==> src/rtl/lamp_pkg.sv <==
// Shared types and constants for the traffic lamp controller.
//   state_t : 2-bit phase encoding (RED=0, GREEN=1, YELLOW=2, FLASH=3)
//   RGY_*   : one-hot lamp codes, bit order [0:2] = R,G,Y
package lamp_pkg;

  typedef enum logic [1:0] {
    RED    = 2'd0,
    GREEN  = 2'd1,
    YELLOW = 2'd2,
    FLASH  = 2'd3
  } state_t;

  localparam logic [0:2] RGY_RED    = 3'b100;
  localparam logic [0:2] RGY_GREEN  = 3'b010;
  localparam logic [0:2] RGY_YELLOW = 3'b001;
  localparam logic [0:2] RGY_DARK   = 3'b000;

endpackage

==> src/rtl/traffic_lamp_ctrl_if.sv <==
// Control/status bundle between a junction controller and one lamp head.
//   enable, flash, ped_req : controller -> lamp
//   light, ped_ack, phase  : lamp -> controller
interface traffic_lamp_ctrl_if;

  logic       enable;
  logic       flash;
  logic       ped_req;
  logic [0:2] light;
  logic       ped_ack;
  logic [1:0] phase;

  modport master (
    output enable, flash, ped_req,
    input  light, ped_ack, phase
  );

  modport slave (
    input  enable, flash, ped_req,
    output light, ped_ack, phase
  );

endinterface

==> src/rtl/phase_timer.sv <==
// Dwell counter for one lamp phase.
//   clock, reset : clock and synchronous active-high reset
//   en           : 0 holds the count
//   clear        : forces the count to 0 on the next enabled edge
//   term         : terminal value for the current phase
//   count        : current count (registered)
//   at_term_c    : combinational count == term
module phase_timer #(
  parameter int unsigned CNT_W = 8
) (
  input  logic             clock,
  input  logic             reset,
  input  logic             en,
  input  logic             clear,
  input  logic [CNT_W-1:0] term,
  output logic [CNT_W-1:0] count,
  output logic             at_term_c
);

  always_ff @(posedge clock) begin
    if (reset) begin
      count <= '0;
    end else if (en) begin
      if (clear) count <= '0;
      else       count <= count + CNT_W'(1);
    end
  end

  assign at_term_c = (count == term);

endmodule

==> src/rtl/traffic_lamp_ctrl.sv <==
// Single-head traffic lamp: RED -> GREEN -> YELLOW with programmable dwell,
// pedestrian-shortened GREEN and a flashing-yellow maintenance mode.
//   clock, reset : clock and synchronous active-high reset
//   bus (slave)  : enable/flash/ped_req in; light/ped_ack/phase out (registered)
module traffic_lamp_ctrl
  import lamp_pkg::*;
#(
  parameter int unsigned CNT_W        = 8,
  parameter int unsigned RED_TICKS    = 4,
  parameter int unsigned GREEN_TICKS  = 6,
  parameter int unsigned YELLOW_TICKS = 2,
  parameter int unsigned MIN_GREEN    = 2,
  parameter int unsigned FLASH_TICKS  = 3
) (
  input  logic                clock,
  input  logic                reset,
  traffic_lamp_ctrl_if.slave  bus
);

  localparam longint unsigned CNT_LIM = longint'(1) << CNT_W;

  // Unsupported parameter sets are rejected at elaboration.
  if (RED_TICKS == 0 || GREEN_TICKS == 0 || YELLOW_TICKS == 0 ||
      FLASH_TICKS == 0 || MIN_GREEN == 0 || MIN_GREEN > GREEN_TICKS ||
      longint'(RED_TICKS) >= CNT_LIM || longint'(GREEN_TICKS) >= CNT_LIM ||
      longint'(YELLOW_TICKS) >= CNT_LIM || longint'(FLASH_TICKS) >= CNT_LIM) begin : g_bad_param
    $error("traffic_lamp_ctrl: invalid tick parameters");
  end

  localparam logic [CNT_W-1:0] RED_T    = CNT_W'(RED_TICKS - 1);
  localparam logic [CNT_W-1:0] GREEN_T  = CNT_W'(GREEN_TICKS - 1);
  localparam logic [CNT_W-1:0] YELLOW_T = CNT_W'(YELLOW_TICKS - 1);
  localparam logic [CNT_W-1:0] FLASH_T  = CNT_W'(FLASH_TICKS - 1);
  localparam logic [CNT_W-1:0] MIN_G_T  = CNT_W'(MIN_GREEN - 1);

  state_t           state, state_d;
  logic [0:2]       light_q, light_d;
  logic             ack_q, ack_d;
  logic             pend_q, pend_d;
  logic             pend_set;
  logic             clr;
  logic [CNT_W-1:0] term;
  logic [CNT_W-1:0] cnt;
  logic             at_term;

  phase_timer #(.CNT_W(CNT_W)) u_timer (
    .clock     (clock),
    .reset     (reset),
    .en        (bus.enable),
    .clear     (clr),
    .term      (term),
    .count     (cnt),
    .at_term_c (at_term)
  );

  // Terminal count for the phase being timed.
  always_comb begin
    term = RED_T;
    unique case (state)
      RED:    term = RED_T;
      GREEN:  term = GREEN_T;
      YELLOW: term = YELLOW_T;
      FLASH:  term = FLASH_T;
    endcase
  end

  // Next state, lamp, ack and pending request; priority !enable > flash > normal.
  always_comb begin
    state_d  = state;
    light_d  = light_q;
    ack_d    = 1'b0;
    pend_d   = pend_q;
    clr      = 1'b0;
    // A request on this very edge already counts toward shortening GREEN.
    pend_set = pend_q | bus.ped_req;
    if (bus.enable) begin
      if (bus.flash) begin
        // Pending request is frozen while maintenance flash is requested.
        if (state != FLASH) begin
          state_d = FLASH;
          clr     = 1'b1;
          light_d = RGY_YELLOW;
        end else if (at_term) begin
          clr     = 1'b1;
          light_d = (light_q == RGY_YELLOW) ? RGY_DARK : RGY_YELLOW;
        end
      end else begin
        pend_d = pend_set;
        unique case (state)
          RED: begin
            if (at_term) begin
              state_d = GREEN;
              clr     = 1'b1;
              light_d = RGY_GREEN;
            end
          end
          GREEN: begin
            if (pend_set ? (cnt >= MIN_G_T) : at_term) begin
              state_d = YELLOW;
              clr     = 1'b1;
              light_d = RGY_YELLOW;
            end
          end
          YELLOW: begin
            if (at_term) begin
              state_d = RED;
              clr     = 1'b1;
              light_d = RGY_RED;
              // Grant on RED entry; a same-edge request re-arms pending.
              if (pend_q) begin
                ack_d  = 1'b1;
                pend_d = bus.ped_req;
              end
            end
          end
          FLASH: begin
            state_d = RED;
            clr     = 1'b1;
            light_d = RGY_RED;
          end
        endcase
      end
    end
  end

  // State and registered outputs.
  always_ff @(posedge clock) begin
    if (reset) begin
      state   <= RED;
      light_q <= RGY_RED;
      ack_q   <= 1'b0;
      pend_q  <= 1'b0;
    end else begin
      state   <= state_d;
      light_q <= light_d;
      ack_q   <= ack_d;
      pend_q  <= pend_d;
    end
  end

  assign bus.light   = light_q;
  assign bus.ped_ack = ack_q;
  assign bus.phase   = state;

endmodule

==> src/flat_wrapper.sv <==
// flat-port wrapper written by rule: the top's interface ports become plain ports
module traffic_lamp_ctrl_flat import lamp_pkg::*;
#(
  parameter int unsigned CNT_W        = 8,
  parameter int unsigned RED_TICKS    = 4,
  parameter int unsigned GREEN_TICKS  = 6,
  parameter int unsigned YELLOW_TICKS = 2,
  parameter int unsigned MIN_GREEN    = 2,
  parameter int unsigned FLASH_TICKS  = 3
)
  (clock, reset, bus_enable, bus_flash, bus_ped_req, bus_light, bus_ped_ack, bus_phase);
  traffic_lamp_ctrl_if bus_i ();
  input  logic clock;
  input  logic reset;
  input wire logic [$bits(bus_i.enable)-1:0] bus_enable;
  input wire logic [$bits(bus_i.flash)-1:0] bus_flash;
  input wire logic [$bits(bus_i.ped_req)-1:0] bus_ped_req;
  output wire logic [$bits(bus_i.light)-1:0] bus_light;
  output wire logic [$bits(bus_i.ped_ack)-1:0] bus_ped_ack;
  output wire logic [$bits(bus_i.phase)-1:0] bus_phase;
  assign bus_i.enable = bus_enable;
  assign bus_i.flash = bus_flash;
  assign bus_i.ped_req = bus_ped_req;
  assign bus_light = bus_i.light;
  assign bus_ped_ack = bus_i.ped_ack;
  assign bus_phase = bus_i.phase;
  traffic_lamp_ctrl #(.CNT_W(CNT_W), .RED_TICKS(RED_TICKS), .GREEN_TICKS(GREEN_TICKS), .YELLOW_TICKS(YELLOW_TICKS), .MIN_GREEN(MIN_GREEN), .FLASH_TICKS(FLASH_TICKS)) u_core (.clock(clock), .reset(reset), .bus(bus_i));
endmodule
==> config.mk <==
export PLATFORM = sky130hd
export DESIGN_NAME = traffic_lamp_ctrl_flat
export DESIGN_NICKNAME = d
export VERILOG_FILES = /design/src/rtl/lamp_pkg.sv /design/src/rtl/traffic_lamp_ctrl_if.sv /design/src/rtl/phase_timer.sv /design/src/rtl/traffic_lamp_ctrl.sv /design/src/flat_wrapper.sv
export SDC_FILE = /design/constraint.sdc
export NUM_CORES = 1
export LEC_CHECK = 0
export ABC_AREA = 1
export CAP_MARGIN = 20
export CORE_MARGIN = 4
export CORE_UTILIZATION = 55
export CTS_CLUSTER_DIAMETER = 120
export DETAILED_ROUTE_END_ITERATION = 10
export GPL_ROUTABILITY_DRIVEN = 0
export HOLD_SLACK_MARGIN = 0.15
export PLACE_DENSITY = 0.86
export SETUP_SLACK_MARGIN = 0.4
export SLEW_MARGIN = 10
export SYNTH_ARGS = -nofsm -noshare
export SYNTH_HDL_FRONTEND = slang
export SYNTH_SLANG_ARGS = --single-unit
==> constraint.sdc <==
create_clock -name clock -period 2.2 [get_ports clock]
set_clock_uncertainty 0.15 [all_clocks]
set_input_delay 0.22 -clock clock [delete_from_list [all_inputs] [get_ports clock]]
set_output_delay 0.22 -clock clock [all_outputs]
set_load 0.01 [all_outputs]
==> results by group, run 1 <==
Cells and area
  • Util after Layout: between 70% and 80%
  • Finished Cell Area: 1400 sq um
  • Ant diodes: 0
  • Share of layout cells above drive strength 1: 30.2%
  • Layout area overhead: 32.8%
  • Sequential Area: around 310 sq um
  • Fill count: between 100 and 150
  • Area of the multi-input gates: 751 sq um
  • Layout Nets: between 150 and 200

Global route
  • Largest net degree at the start of global routing: 10
  • Initial antenna violation count: 0
  • GRT Total Usage: 21.0%
  • First-pass GRT wire length: approximately 4200 um
  • GRT overflow: 0
  • Vias in the first global route: roughly 1,000

Critical path
  • Critical path type: reg -> reg
  • R2r setup slk: 0.35 ns
  • Sequence of cells on the critical path: buf_6, ha_4, inv_4, nand2_2, nand2_2, nor2_4, nand2_4, nand2_4, nand2_4, nand2_4, nand3_4, nor2_1, nor2_2
  • CP Capture Type: register
  • Slowest cell on the critical path: dfxtp_4
  • Worst reg2reg path depth: 13
  • Worst endpoint data arrival time: 1.89 ns
  • R2R Path End: u_core.bus.light[1]
  • Critical Path Most Common Cell: nand2_4
  • Worst path buffer plus inverter count: 2
  • RR Startpoint: u_core.bus.phase[0]
  • Max Fanout on Critical Path: 6
  • Worst path required time: roughly 2.2 ns
  • Startpoint Class: register
  • Family with the most delay on the worst path: simple AND/OR/NAND/NOR gates
  • Critical path's largest stage delay: around 0.39 ns

Synth
  • Cell variety after synth: 29
  • Yosys warns: 0
  • Net count after synthesis: approximately 170
  • Syn_area_per_cell: about 6.9 sq um
  • Top cell type by total area after synthesis: dfxtp_1
  • Post-synthesis simple-gate area fraction: between 40% and 50%
  • Synth Area in XOR/XNOR: 4.15%
  • Compound-Gate Fraction of Synth Area: a little under 5%
  • Fraction of registers with async set/reset: 0%
  • Sequential share of the synthesized area: approximately 28%
  • Synth area leaders: dfxtp_1 28%, ha_1 11%, nand2_1 10%
  • Post-synth EDFFs: 0
  • Seq cells post-synth: 15
  • Synth Cell Area: about 1100 sq um
  • Largest family of logic cells by synthesized area: simple AND/OR/NAND/NOR gates
  • Mux cell area share after synthesis: 0%
  • Synthesized-area fraction occupied by adder cells: between 10% and 20%
  • Ys flop type: dfxtp_1
  • Post-synth top cells: 29 x nand2_1, 24 x inv_1, 23 x nor2_1
  • Mapped Cells: 152
  • Most common cell in the netlist: nand2_1
  • Yosys top cell area share: approximately 28%

Floorplan
  • Die Y: around 52 um
  • DIE AREA: 2690 sq um
  • Placement row count: 15
  • I/O pin cnt: 11
  • Initial Util: around three fifths
  • Die Wd: just over 50 um
  • Core Area: ~1800 sq um

Clocking
  • CTS buffer count: 3
  • CTS Root Cell: clkbuf_4
  • Clk_lat worst skew: 0.28 ns
  • Register clock-pin slew on the reported worst setup and hold paths: 0.09 ns
  • H-tree Lvls: 1
  • CTS tree: yes
  • Post-CTS Hold Fix Bufs: 0
  • Clock sink total: 15
  • Maximum clock insertion buffer count: 2

Hold path
  • Worst hold stages: 2
  • Hold Path End: u_core.bus.light[0]
  • HP Class: reg -> reg
  • Beginning of the worst hold path: u_core.bus.light[0]

STA
  • Fin. Hold Viols: 0
  • Fin crit share: 84.3%
  • Setup TNS: 0 ns
  • Hold slack: approximately 0.34 ns
  • Fin crit period: around 1.9 ns
  • RSZ-0062 raised after global routing: yes
  • Fmax: between 500 and 600 MHz
  • Setup WS post-layout: 0.346 ns
  • Max-slew headroom: 76.2%
  • Least-Margin Pin Slew: ~0.35 ns
  • Finish-stage setup viols: 0
  • Slew Limit Fails: 0

Status
  • Status: completed

Detailed routing
  • DR DRC count: 0
  • WL final: between 2000 and 3000 um
  • DRT iter0 DRCs: 20
  • Vias: approximately 1,000
  • Vias per inst: ~5.3
  • Final ANT Viol Nets: 0
  • First-pass DRT Iterations: 4
  • Routed WL per cell: ~13 um

Power and ir drop
  • P_leak: 0.650 nW
  • Pwr/cell area: about 600 nW/um^2
  • Worst VDD drop: just under 0.0005 V

Place
  • IO buf count: 10
  • DP Worst Slack: 0.243 ns
  • Placed Instance Area: between 1000 and 1500 sq um
  • Hpwl dp: 1630 um

Run
  • Number of max-cap violations: 0
-- cell families (layout without fill, tap and decap cells) --
group           count (synthesis)  after routing
simple gates                   86             86
buf+inv                        29             49
flops                          15             15
fa+ha+maj                       9              9
compound gates                  8              8
xor+xnor                        5              5
-- tightest hold or removal path: cells and delay by family, from the launching register on --
kind	cells	cell delay (ns)
flops	1	0.33
simple gates	2	0.11
-- per-layer routing --
metal | routed length [um] | part of all wire [%] | track usage, % | up-vias
met5 | 0 | 0 | 0 | -
met4 | 40 | 1.5 | 9.61 | 0
met3 | 89 | 3.4 | 2.87 | 6
met2 | 1340 | 51 | 37.4 | 29
met1 | 1140 | 44 | 24.5 | 487
li1 | - | - | - | 514
-- cell type report --
cell class              count  area share, %
well taps                  25           2.23
clock buffers               4           1.87
inverters                  27           7.76
flip-flops and latches     15           22.2
repair buffers             18           12.4
multi-input cells         108           53.5
-- state kept, by name (all words and copies together) (netlist names) --
| signal | count |
|---|---|
| u_core.u_timer.count | 8 |
| u_core.bus.light | 3 |
| u_core.bus.phase | 2 |
| u_core.pend_q | 1 |
| u_core.bus.ped_ack | 1 |
-- where the power goes --
group	internal, mW	total, mW	switching (mW)
Sequential	0.293	0.312	0.0190
Clock	0.0703	0.159	0.0883
Combinational	0.162	0.370	0.208
-- worst max-delay path by stage --
| stage | start | end | slack, ns | depth (start not counted) |
|---|---|---|---|---|
| after floorplan | u_core.bus.phase[0] | u_core.u_timer.count[5] | 0.41 | 12 |
| after global routing | u_core.bus.phase[0] | u_core.u_timer.count[5] | 0.23 | 13 |
| final | u_core.bus.phase[0] | u_core.bus.light[1] | 0.35 | 13 |
| after global placement | bus_enable | u_core.u_timer.count[7] | 0.27 | 8 |
| after CTS | u_core.u_timer.count[1] | u_core.u_timer.count[5] | 0.38 | 10 |
| after detailed placement | u_core.bus.phase[0] | u_core.u_timer.count[5] | 0.24 | 10 |
-- timing repair --
action | 4_1_cts | 5_1_grt
setup endpoints to repair | 14 | 16
gates resized for setup | 20 | 15
buffers inserted | 7 | 0
pin swaps | 5 | 12
-- stage by stage --
stage	std cells	power (mW)
floorplan	152	0.500
global placement	186	0.568
detailed placement	186	0.574
CTS	197	0.799
global route	197	0.895
finish	197	0.840
-- layout by cell type, fill, tap and decap left out, types with 5 or more instances in the layout --
cell,n
nand2_2,10
dfxtp_1,12
buf_4,5
nand4_1,5
inv_1,20
nor2_1,21
nand2_4,6
nand2_1,24
ha_1,6
xor2_1,5
clkdlybuf4s50_1,9
No activity file was read; power rests on OpenSTA's default activity.
==> run 2, diff against run 1 <==
CORE_UTILIZATION = 50   (was 55)
PLACE_DENSITY = 0.82   (was 0.86)
clock period = 1.7 ns   (was 2.2 ns; I/O delays follow)
==> results by group, run 2 (synthesized netlist as in run 1, its figures left out) <==
Floorplan
  • Initial Util: 53.3% (-6.6 points)
  • I/O pin cnt: 11 (unchanged)
  • Die Y: 54.0 um (+4.1%)
  • Core Area: 1980 sq um (+12%)
  • DIE AREA: 2910 sq um (+8.4%)
  • Die Wd: 54.0 um (+4.1%)
  • Placement row count: 16 (+1)

Critical path
  • Worst endpoint data arrival time: 1.86 ns (-0.03 ns)
  • R2r setup slk: -0.14 ns (-0.48 ns)
  • Startpoint Class: register
  • Critical path type: reg -> reg
  • Worst reg2reg path depth: 10 (-3)
  • Max Fanout on Critical Path: 6 (unchanged)
  • RR Startpoint: u_core.bus.phase[0]
  • Crit path launch: u_core.bus.phase[0]
  • Worst path required time: 1.72 ns (-0.51 ns)
  • CP Capture Type: register
  • R2R Path End: u_core.u_timer.count[5]
  • Worst setup endpoint: u_core.u_timer.count[5]

STA
  • Setup WS post-layout: -0.137 ns (-0.483 ns)
  • Slew Limit Fails: 0 (unchanged)
  • Setup TNS: -1.20 ns (-1.20 ns)
  • Max-slew headroom: 77.3% (+1.1 points)
  • Fin crit period: 1.84 ns (-0.0166 ns)
  • Least-Margin Pin Slew: 0.338 ns (-0.0172 ns)
  • Fmax: 544 MHz (+0.90%)
  • Finish-stage setup viols: 14 (+14)
  • RSZ-0062 raised after global routing: yes
  • Hold slack: 0.304 ns (-0.0360 ns)
  • Fin crit share: 108% (+24 points)
  • Fin. Hold Viols: 0 (unchanged)

Detailed routing
  • First-pass DRT Iterations: 4 (unchanged)
  • WL final: 2560 um (-1.9%)
  • DR DRC count: 0 (unchanged)
  • Vias: 1,053 (+1.6%)
  • DRT iter0 DRCs: 42 (+110%)
  • Final ANT Viol Nets: 0 (unchanged)
  • Routed WL per cell: 12.4 um (-6.7%)
  • Vias per inst: 5.09 (-3.3%)

Power and ir drop
  • Internal power: 0.665 mW (+27%)
  • Pwr/cell area: 750 nW/um^2 (+25%)
  • Sequential power share: 38.5% (+1.4 points)
  • P_sw: 0.395 mW (+25%)
  • Sw Share: 37.3% (-0.25 points)
  • Combinational Power Share: 41.1% (-2.9 points)
  • P_leak: 0.682 nW (+5.0%)
  • Worst VDD drop: 0.000497 V (+1.9%)
  • Clock share of power: 20.4% (+1.5 points)

Place
  • Placed Instance Area: 1300 sq um (+9.2%)
  • Hpwl dp: 1850 um (+13%)
  • IO buf count: 10 (unchanged)

Cells and area
  • Finished Cell Area: 1410 sq um (+0.80%)
  • Layout Nets: 195 (+4.3%)
  • Share of layout cells above drive strength 1: 32.8% (+2.5 points)
  • Ant diodes: 0 (unchanged)
  • Commonest cells after routing, fill and taps aside: 27 x nand2_1, 21 x inv_1, 21 x nor2_1
  • Util after Layout: 71.3% (-8.2 points)
  • Most flop-heavy register: u_core.u_timer.count
  • Layout area overhead: 33.9%
  • Most common cell after layout, fill and taps aside: nand2_1
  • Max FFs per register: 8 (unchanged)

Global route
  • Vias in the first global route: 1,030 (+2.1%)
  • First-pass GRT wire length: 4300 um (+2.1%)
  • GRT Total Usage: 21.0% (about the same)
  • Largest net degree at the start of global routing: 10 (unchanged)
  • GRT overflow: 0 (unchanged)
  • Initial antenna violation count: 0 (unchanged)

Status
  • Failing checks: setup timing
  • Status: finished, violations left

Clocking
  • Register clock-pin slew on the reported worst setup and hold paths: 0.10 ns (about the same)
  • H-tree Lvls: 1 (unchanged)
  • Clk_lat worst skew: 0.30 ns (+0.02 ns)
  • Clock sink total: 15 (unchanged)
  • CTS tree: yes
  • CTS Root Cell: clkbuf_4
  • CTS buffer count: 3 (unchanged)
  • Maximum clock insertion buffer count: 2 (unchanged)

Hold path
  • HP Class: in -> reg

Run
  • Number of max-cap violations: 0 (unchanged)
[run 2: per-stage QoR]
stage | power, mW | setup slack [ns] | instances
after detailed placement | 0.800 | -0.109 | 199
after CTS | 1.05 | -0.0700 | 207
final | 1.06 | -0.137 | 207
after global routing | 1.13 | -0.232 | 207
after floorplan | 0.660 | -0.00182 | 152
after global placement | 0.783 | -0.0462 | 199
[run 2: what timing repair did]
item | 4_1_cts | 5_1_grt
endpoints found under the setup margin | 21 | 16
hold buffers | 0 | 0
pin swaps | 6 | 0
setup buffers | 4 | 0
gates resized for setup | 27 | 4
[run 2: worst min path at each step]
stage / cells after the start / endpoint / startpoint
final: 2 / u_core.u_timer.count[1] / reset
after global routing: 2 / u_core.u_timer.count[1] / reset
after CTS: 2 / u_core.u_timer.count[1] / reset
after detailed placement: 2 / u_core.bus.light[0] / u_core.bus.light[0]
after global placement: 2 / u_core.bus.light[0] / u_core.bus.light[0]
after floorplan: 1 / u_core.u_timer.count[1] / reset
[run 2: area by class of cell]
class	instances	area (sq um)
Clock buffer	3	22.5
Clock inverter	1	5.00
Fill cell	145	568
Inverter	27	106
Multi-Input combinational cell	108	717
Sequential cell	15	310
Tap cell	27	33.8
Timing Repair Buffer	26	219
[run 2: power by group through the flow]
stage,clock network (mW),registers (mW),logic (mW)
detailed placement,0,0.410,0.390
global route,0.235,0.413,0.485
CTS,0.221,0.406,0.423
global placement,0,0.407,0.377
floorplan,0,0.419,0.242
finish,0.216,0.409,0.436
[run 2: routing by layer]
layer | vias to the layer above | share of wire, % | track usage (%)
met3 | 13 | 6.9 | 4.43
met1 | 470 | 38 | 21.3
met2 | 45 | 51 | 39.1
li1 | 525 | - | -
met4 | 0 | 3.5 | 11.9
met5 | - | 0 | 0
[run 2: critical path, cell delays in order (launching register included)]
cell and delay, ns:
dfxtp_4 0.42, inv_4 0.05, ha_4 0.24, nand2_2 0.06, nand3_2 0.08, nor2_4 0.12, nand3_1 0.15, nand2_1 0.11
nand3_2 0.13, nand2_4 0.13, nor3_2 0.07
==> run 3, diff against run 2 <==
--- a/constraint.sdc
+++ b/constraint.sdc
@@ -4,2 +4,2 @@
 set_output_delay 0.17 -clock clock [all_outputs]
-set_load 0.01 [all_outputs]
+set_load 0.02 [all_outputs]
==> results by group, run 3 (synthesized netlist as in run 1, its figures left out) <==
Status
  • Status: finished, violations left
  • Failing checks: setup timing

Power and ir drop
  • Pwr/cell area: 770 nW/um^2 (+2.7%)
  • P_leak: 0.672 nW (-1.5%)
  • Final Total Pwr: 1.12 mW (+5.6%)
  • Worst VDD drop: 0.000550 V (+11%)

Critical path
  • R2R Path End: u_core.bus.phase[1]
  • Worst path depth: 14 (+4)
  • Startpoint Class: register
  • Worst path required time: 1.77 ns (+0.05 ns)
  • Critical path type: reg -> reg
  • Max Fanout on Critical Path: 6 (unchanged)
  • Critical path's largest stage delay: 0.39 ns (-0.03 ns)
  • RR Startpoint: u_core.bus.phase[0]
  • Family with the most delay on the worst path: simple AND/OR/NAND/NOR gates
  • CP Capture Type: register
  • R2r setup slk: -0.13 ns (about the same)
  • Worst setup endpoint: u_core.bus.phase[1]
  • Critical Path Most Common Cell: nand2_4
  • Worst endpoint data arrival time: 1.89 ns (+0.03 ns)
  • Worst path buffer plus inverter count: 3 (+2)
  • Slowest cell on the critical path: dfxtp_4
  • Worst reg2reg path depth: 14 (+4)
  • Crit path launch: u_core.bus.phase[0]
  • Sequence of cells on the critical path: buf_6, ha_4, inv_2, nand2_2, nand2_2, nor2_4, nand2_4, nand2_4, nand2_4, nand2_4, nand3_2, nand2_1, inv_1, nor2_2

Cells and area
  • Most common cell after layout, fill and taps aside: nand2_1
  • Finished Cell Area: 1450 sq um (+2.8%)
  • Layout area overhead: 37.7%
  • Ant diodes: 0 (unchanged)
  • Max FFs per register: 8 (unchanged)
  • Share of layout cells above drive strength 1: 38.8% (+6.0 points)
  • Area of the multi-input gates: 779 sq um (+8.7%)
  • Fill count: 132 (-9.0%)
  • Layout Nets: 193 (-1.0%)
  • Sequential Area: 309 sq um (-0.40%)
  • Most flop-heavy register: u_core.u_timer.count
  • Commonest cells after routing, fill and taps aside: 25 x nand2_1, 20 x inv_1, 17 x nor2_1

Hold path
  • HP Class: in -> reg

Clocking
  • Clk_lat worst skew: 0.29 ns (about the same)
  • CTS buffer count: 3 (unchanged)
  • Register clock-pin slew on the reported worst setup and hold paths: 0.10 ns (about the same)
  • Maximum clock insertion buffer count: 2 (unchanged)
  • Post-CTS Hold Fix Bufs: 0 (unchanged)
  • CTS Root Cell: clkbuf_4
  • H-tree Lvls: 1 (unchanged)
  • CTS tree: yes
  • Clock sink total: 15 (unchanged)

STA
  • Setup TNS: -1.27 ns (-0.0665 ns)
  • Fin. Hold Viols: 0 (unchanged)
  • Max-slew headroom: 76.8% (-0.47 points)
  • Fin crit share: 107% (-0.57 points)
  • Finish-stage setup viols: 13 (-1)
  • RSZ-0062 raised after global routing: yes
  • Fmax: 547 MHz (+0.53%)
  • Fin crit period: 1.83 ns (-0.00968 ns)
  • Setup WS post-layout: -0.127 ns (+0.00968 ns)
  • Least-Margin Pin Slew: 0.345 ns (+0.00799 ns)
  • Slew Limit Fails: 0 (unchanged)

Detailed routing
  • DRT iter0 DRCs: 29 (-31%)
  • Final ANT Viol Nets: 0 (unchanged)
  • WL final: 2730 um (+6.5%)
  • Vias per inst: 5.15 (+1.2%)
  • DR DRC count: 0 (unchanged)
  • First-pass DRT Iterations: 4 (unchanged)
  • Vias: 1,055 (+0.19%)
  • Routed WL per cell: 13.3 um (+7.5%)

Global route
  • GRT overflow: 0 (unchanged)
  • M2 GR Usage: 33.5% (-5.6 points)
  • Initial antenna violation count: 0 (unchanged)
  • GRT met1 Usage: 24.2% (+2.9 points)
  • Global routing's busiest layer: met2
  • Vias in the first global route: 987 (-4.2%)
  • M3 GR Usage: 3.32% (-1.1 points)
  • First-pass GRT wire length: 4120 um (-4.2%)
  • GRT Total Usage: 19.8% (-1.3 points)
  • Largest net degree at the start of global routing: 10 (unchanged)

Floorplan
  • Die Wd: 54.0 um (unchanged)
  • I/O pin cnt: 11 (unchanged)
  • Initial Util: 53.3% (unchanged)
  • Core Area: 1980 sq um (unchanged)
  • Placement row count: 16 (unchanged)
  • DIE AREA: 2910 sq um (unchanged)
  • Die Y: 54.0 um (unchanged)

Place
  • DP Worst Slack: -0.116 ns (-0.00737 ns)
  • IO buf count: 10 (unchanged)
  • Placed Instance Area: 1290 sq um (-0.77%)
  • Hpwl dp: 1820 um (-1.2%)

Run
  • Number of max-cap violations: 0 (unchanged)
## run 3: worst min path at each step
stage	from	endpoint	slack, ns	cells after the start
floorplan	reset	u_core.u_timer.count[1]	0.09	1
global placement	u_core.bus.light[0]	u_core.bus.light[0]	0.32	2
detailed placement	u_core.bus.light[0]	u_core.bus.light[0]	0.33	2
CTS	reset	u_core.u_timer.count[1]	0.30	2
global route	reset	u_core.u_timer.count[1]	0.30	2
finish	reset	u_core.u_timer.count[1]	0.29	2
## run 3: metal layers
layer / up-vias / part of all wire (%)
met2: 31 / 49
met4: 0 / 2.9
met3: 9 / 3.8
met1: 496 / 44
li1: 519 / -
met5: - / 0
## run 3: what timing repair did
| item | CTS | global route |
|---|---|---|
| buffers inserted | 1 | 3 |
| pin swaps | 5 | 11 |
| hold endpoints to repair | 0 | 0 |
| resized for setup | 22 | 23 |
| endpoints found under the setup margin | 21 | 18 |
| gates cloned | 0 | 0 |
## run 3: layout make-up
type / instances / area share [%]
clock inverter: 1 / 0.344
inverter: 27 / 7.31
multi-input combinational: 108 / 53.6
timing repair buffer: 24 / 13.6
sequential: 15 / 21.3
tap: 27 / 2.32
clock buffer: 3 / 1.55
## run 3: metrics by stage
stage / hold WS (ns) / instances / utilization, %
2_1_floorplan: 0.0891 / 152 / -
3_3_place_gp: 0.320 / 197 / 65.2
3_5_place_dp: 0.327 / 197 / 65.2
4_1_cts: 0.301 / 202 / 68.4
5_1_grt: 0.302 / 205 / 73.4
6_report: 0.290 / 205 / 73.4
## run 3: power by group
group | internal, mW | leakage (nW) | switching [mW]
Sequential | 0.380 | 0.124 | 0.0257
Combinational | 0.210 | 0.530 | 0.290
Clock | 0.0874 | 0.0177 | 0.128
